File: config.mk
export PLATFORM = sky130hd
export DESIGN_NAME = rr_arb_hold
export DESIGN_NICKNAME = d
export VERILOG_FILES = /design/src/rtl/rr_arb_hold.sv
export SDC_FILE = /design/constraint.sdc
export NUM_CORES = 1
export LEC_CHECK = 0
export BUFFER_PORTS_ARGS = -buffer_cell sky130_fd_sc_hd__clkbuf_2
export CAP_MARGIN = 20
export CORE_MARGIN = 1.5
export CORE_UTILIZATION = 40
export CTS_CLUSTER_DIAMETER = 40
export DETAILED_ROUTE_END_ITERATION = 10
export PLACE_DENSITY = 0.7
export SLEW_MARGIN = 40
export SYNTH_ARGS = -nofsm -noshare
export SYNTH_HDL_FRONTEND = slang
export SYNTH_SLANG_ARGS = --single-unit
File: constraint.sdc
create_clock -name clk -period 4.55 [get_ports clk]
set_input_delay 0 -clock clk [delete_from_list [all_inputs] [get_ports clk]]
set_output_delay 0 -clock clk [all_outputs]
set_load 0.1 [all_outputs]
File: src/rtl/rr_arb_hold.sv
// N-way round-robin arbiter with a registered one-hot grant and an optional
// hold mode that lets the owner keep the grant for bursts of up to MAX_HOLD cycles.
module rr_arb_hold #(
  parameter int unsigned N        = 4,
  parameter int unsigned IDX_W    = 2,
  parameter int unsigned MAX_HOLD = 4,
  parameter int unsigned CNT_W    = 3
) (
  input  logic             clk,
  input  logic             areset_n,
  input  logic             hold_en,
  input  logic [N-1:0]     req,
  output logic [N-1:0]     grant,
  output logic             grant_valid,
  output logic [IDX_W-1:0] grant_idx
);

  logic [N-1:0]     grant_q, grant_d;
  logic [IDX_W-1:0] idx_q, idx_d;
  logic [CNT_W-1:0] cnt_q, cnt_d;

  logic             valid;
  logic             found;
  logic [IDX_W-1:0] win_idx;
  logic             others;
  logic             below_max;
  logic             keep;
  int unsigned      pos;

  assign valid = |grant_q;

  // Circular search starting one past the last owner; the last owner is checked last.
  always_comb begin
    found   = 1'b0;
    win_idx = idx_q;
    pos     = 0;
    for (int unsigned k = 1; k <= N; k++) begin
      pos = (int'(idx_q) + k) % N;
      if (!found && req[pos]) begin
        found   = 1'b1;
        win_idx = IDX_W'(pos);
      end
    end
  end

  assign others    = |(req & ~grant_q);
  assign below_max = (cnt_q < CNT_W'(MAX_HOLD - 1));
  assign keep      = hold_en && valid && req[idx_q] && (below_max || !others);

  always_comb begin
    grant_d = '0;
    idx_d   = idx_q;
    cnt_d   = '0;
    if (keep) begin
      grant_d = grant_q;
      cnt_d   = below_max ? cnt_q + CNT_W'(1) : cnt_q;
    end else if (found) begin
      grant_d          = '0;
      grant_d[win_idx] = 1'b1;
      idx_d            = win_idx;
    end
  end

  always_ff @(posedge clk) begin
    if (!areset_n) begin
      grant_q <= '0;
      idx_q   <= IDX_W'(N - 1);
      cnt_q   <= '0;
    end else begin
      grant_q <= grant_d;
      idx_q   <= idx_d;
      cnt_q   <= cnt_d;
    end
  end

  assign grant       = grant_q;
  assign grant_valid = valid;
  assign grant_idx   = idx_q;

endmodule

Yosys cells after proc, flatten, opt, wreduce, memory -nomap -nowiden
Index checks and enable logic that the tools add are counted.

Bits in registers: 9. Input port bits: 7. Output and inout bits: 7. Word-level logic and storage cells: 56.

Add/subtract/negate cells: 5. $lt $le $gt $ge: 8. Mux-type cells: 21. Bitwise operators: 3. Reduce and logical (&&, ||, !) cells: 16.

Operators by type and width (count): 2-bit by 3-bit less-than comparator with 1-bit output (second input constant) (6); 1-bit binary-select mux with 2-bit select (5); 1-bit two-way mux (10); 2-bit two-way mux (4); 4-bit OR reduction (2); 1-bit logical AND (7); 2-bit by 1-bit adder with 2-bit output (second input constant) (2); 2-bit adder (second input constant) (2); 4-bit AND (1); 1-bit zero test (4); 4-bit two-way mux (1); 4-bit inverter (1); 2-bit AND reduction (2); 3-bit by 1-bit adder with 3-bit output (second input constant) (1); 3-bit by 2-bit less-than comparator with 1-bit output (second input constant) (1); 1-bit demux with 2-bit select (1); 2-bit by 1-bit >= comparator with 1-bit output (second input constant) (1); 1-bit logical OR (1); 1-bit inverter (1).

Depth between registers and ports, before layout
Word-level depth: 18. Depth in mapped cells: 4. Mapped depth without buffers: 4.

Least setup slack after synthesis
OpenSTA, ideal clock, no wires.

Path type: reg2reg. Start: reg grant_q[1], in the netlist grant[1]. End: reg idx_q[1], in the netlist grant_idx[1]. Setup time: 0.121 ns. Data arrival time: 2.271 ns. Required time: 4.429 ns. Setup slack: 2.157 ns. Cell stages (with the launch flop): 5. Path buffers: 0. Clock period less this slack: 2.393 ns. Path through: dfxtp_1 -> or4_4 -> and2_4 -> a31o_4 -> mux2_4.

Elaborated cells on any way between the ends: 11. Classes of those cells: 3 x bitwise; 8 x reduce/logical.

RTL lines: start: declaration (line 18) `logic [N-1:0] grant_q, grant_d;`; start signal: assignment (line 70) `grant_q <= grant_d;`; 4-bit OR reduction (line 30) `assign valid = |grant_q;`; via grant_valid (line 14) `output logic grant_valid,`; 1-bit logical AND (3 in series) (line 48) `assign keep = hold_en && valid && req[idx_q] && (below_max || !others);`; 1-bit inverter (no line); 2-bit AND reduction (no line); end signal: assignment (line 67) `idx_q <= IDX_W'(N - 1);`; end signal: assignment (line 71) `idx_q <= idx_d;`; end: declaration (line 19) `logic [IDX_W-1:0] idx_q, idx_d;`.

The timed path passes the listed nets, and every way through them passes these cells. A chain may end at the register's enable or synchronous reset.

Worst setup path after layout
Start: reg idx_q[1], in the netlist grant_idx[1]. End: reg idx_q[1], in the netlist grant_idx[1].

Cells in the longest elaborated chain, start to end: 14. Elaborated cells on any way between the ends: 32. Classes of those cells: 4 x add/sub; 18 x mux; 1 x bitwise; 9 x reduce/logical.

RTL lines: 2-bit by 1-bit adder with 2-bit output (line 38) `pos = (int'(idx_q) + k) % N;`; 1-bit binary-select mux with 2-bit select (line 39) `if (!found && req[pos]) begin`; 1-bit two-way mux (not written as such) (line 39); 1-bit two-way mux (line 39); 1-bit zero test (line 39); 1-bit logical AND (line 39); 1-bit two-way mux (line 39); 1-bit zero test (line 39); 1-bit logical AND (line 39); 1-bit two-way mux (line 39); 1-bit zero test (line 39); 1-bit logical AND (line 39); 1-bit two-way mux (line 39); 2-bit AND reduction (no line).

Several ways; a longest one is shown, not always the timed one. The select of a mux whose other input is x is not followed.

==> out/qor.csv <==
stage,metric,value,unit
status,status,"complete, no violations",
critical_path,worstPathArrival,1.86,ns
route,vias,491,
synthesis,syn-cell-area,534.3,um^2
layout,final_nets,83,
route,viasPerCell,5.580,
synthesis,synth-seq-cells,9,
route,drc,0,
power,p_int,0.0001701,W
hold_path,hold_class,input pin to flip-flop,
synthesis,ys_top_cells_by_area,"dfxtp_1 (34%), nand2b_1 (11%), o32ai_1 (6.6%)",
power,leakage,0.2586,nW
power,switching_share,50.97,%
cts,path_clk_slew,0.06,ns
synthesis,syn_nets,65,
timing,slew_violations,0,
synthesis,synth_flop_cell,dfxtp_1,
cts,ctsResizeCount,0,
critical_path,cp-start-kind,flip-flop,
power,vdd_drop_max,0.0003330,V
timing,finClkSkew,0.004967,ns
timing,fmax,583.9,MHz
critical_path,crit_path_end_kind,flip-flop,
cts,postCtsHoldBufs,0,
power,pwr-share-clk,17.1,%
global_route,grtUsageTotal,17.33,%
critical_path,slowest_delay,0.57,ns
layout,design_area,644.4,um^2
timing,tightest_slew,0.5453,ns
floorplan,die_y,39.55,um
timing,fin_crit_sh,37.64,%
cts,cts-buffers-inserted,3,
power,seq_power_share,29.7,%
synthesis,yosys_warnings,0,
floorplan,initial_utilization,45.62,%
power,p_sw,0.0001768,W
synthesis,synth-async-reset-ratio,0,%
global_route,grt_overflow,0,
floorplan,ioPinCount,14,
place,place_area,616.8,um^2
synthesis,seq_area_frac_synth,33.72,%
critical_path,crit_family,multiplexers,
timing,worst_slack,2.837,ns
cts,cts.root.buffer_cell,clkbuf_4,
place,preCtsSetupSlack,2.843,ns
synthesis,synth_top_area_cell,dfxtp_1,
timing,setup_tns,0,ns
synthesis,synth_edf_count,0,
cts,post_cts_buffers,0,
power,powerDensity,538.4,mW/mm^2
cts,clkSinkCount,9,
synthesis,syn_inst,57,
timing,final-setup-viol-count,0,
cts,cts_tree,done,
layout,drive_gt1_share,32.43,%
cts,htree_levels,1,
place,place.gp.congestion,0.8187,
global_route,grt_pass1_vias,402,
power,power.share.combinational,53.2,%
timing,hold_violations,0,
synthesis,syn_avg_cell_area,9.373,um^2
layout,diodes,0,
global_route,grt_max_degree,8,
floorplan,placeableCoreArea,0.001171,mm^2
cts,clock_path_buffers,2,
place,portBuffers,13,
floorplan,die_w,39.55,um
global_route,antenna_found_initial,0,
cts,clkLatencyLatePin,0.26,ns
route,routed_wl,1.113,mm
route,antenna_left,0,
critical_path,cp.required,4.69,ns
timing,slew_headroom,63.80,%
timing,rsz0062_at_grt,no,
route,drt-initial-drc-count,17,
critical_path,path_buf_inv,0,
global_route,grt_pass1_wl,1.725,mm
critical_path,path_cells,"mux4_2, a31o_4, mux2_4",
synthesis,synthDistinctLibCells,30,
route,drt_first_pass_iters,4,
layout,area_growth,20.61,%
floorplan,rows,12,
timing,fin_crit,1.713,ns
flow_run,maxCapViolCount,0,
critical_path,critPathSlowestCell,mux4_2,
critical_path,path_class,flip-flop to flip-flop,
route,wl_per_cell,12.65,um
place,dp_hpwl,905.6,um
floorplan,die_area,0.001564,mm^2
synthesis,synth.top_cell.area_share,33.72,%
critical_path,critPathMaxFanout,7,
==> placed cells by master (no fill, tap or decap), drive strengths merged <==
cell	Yosys	layout
a211oi	1	1
a21bo	1	1
a21boi	1	1
a21o	1	1
a21oi	4	4
a31o	1	1
a41o	1	1
and2	1	1
clkbuf	0	16
clkinv	0	1
dfxtp	9	9
ha	1	1
inv	4	4
mux2	1	1
mux2i	1	1
mux4	1	1
nand2	2	2
nand2b	9	9
nand3	1	1
nand4	1	1
nor2	1	1
nor2b	2	2
nor3	1	1
nor3b	1	1
nor4	1	1
nor4b	1	1
o211ai	1	1
o21ai	1	1
o32ai	4	4
or2	1	1
or3	1	1
or4	1	1
==> worst reg2reg max path, cell delays in order, from the launching register on <==
cell     delay (ns)
dfxtp_1        0.45
mux4_2         0.57
a31o_4         0.28
mux2_4         0.30
==> per-stage QoR <==
| stage | cells | util, % | power [W] | hold slack [ns] |
|---|---|---|---|---|
| after global routing | 88 | 55.02 | 0.0003648 | 0.1083 |
| after global placement | 84 | 52.67 | 0.0002891 | 0.3526 |
| after floorplan | 57 | - | 0.0002617 | 0.1847 |
| after CTS | 88 | 55.02 | 0.0003503 | 0.09637 |
| after detailed placement | 84 | 52.67 | 0.0002899 | 0.3653 |
| final | 88 | 55.02 | 0.0003469 | 0.1031 |
==> area by class of cell <==
| type | count | area [um^2] |
|---|---|---|
| clock inverters | 1 | 5.005 |
| fillers | 124 | 526.8 |
| repair buffers | 13 | 65.06 |
| multi-input cells | 44 | 339.1 |
| inverters | 4 | 15.01 |
| well taps | 14 | 17.52 |
| clock buffers | 3 | 22.52 |
| flip-flops and latches | 9 | 180.2 |
==> Yosys cell counts (all sizes together) (2+ instances only) <==
library cell  number
dfxtp              9
nand2b             9
a21oi              4
inv                4
o32ai              4
nand2              2
nor2b              2
==> registers in the layout, indices dropped and copies added (netlist names) <==
signal	cells
cnt_q	3
grant	4
grant_idx	2
==> final timing paths <==
path,from,end,slack (ns),cells after the start
hold reg to reg,grant[1]$_SDFFE_PN0N_,grant[1]$_SDFFE_PN0N_,0.49,2
setup / recovery,grant_idx[1]$_SDFFE_PN1P_,grant_idx[1]$_SDFFE_PN1P_,2.84,3
setup reg to reg,grant_idx[1]$_SDFFE_PN1P_,grant_idx[1]$_SDFFE_PN1P_,2.84,3
hold / removal,areset_n,grant_idx[1]$_SDFFE_PN1P_,0.10,3
==> power groups by stage <==
stage / combinational (W) / sequential [W] / clock (W)
floorplan: 0.0000887 / 0.000173 / 0
global placement: 0.000184 / 0.000105 / 0
detailed placement: 0.000185 / 0.000105 / 0
CTS: 0.000185 / 0.000104 / 0.0000613
global route: 0.000193 / 0.000105 / 0.0000668
finish: 0.000184 / 0.000103 / 0.0000592
==> layer usage <==
| layer | up-vias | share of wire (%) | GRT usage, % | wire, um |
|---|---|---|---|---|
| li1 | 252 | - | - | - |
| met1 | 224 | 50 | 21.58 | 554 |
| met2 | 13 | 44 | 25.82 | 485 |
| met3 | 2 | 5.8 | 10.23 | 65 |
| met4 | 0 | 0.72 | 2.586 | 8 |
| met5 | - | 0 | 0 | 0 |
==> kinds of logic (layout without fill, tap and decap cells) <==
kind of cell | count (synthesis) | in the layout | synth area share (%)
mux | 3 | 3 | 8.898
simple gates | 24 | 24 | 28.34
compound gates | 16 | 16 | 23.89
fa+ha+maj | 1 | 1 | 2.342
flops | 9 | 9 | 33.72
buf+inv | 4 | 21 | 2.809
(Power assumes the default switching activity.)
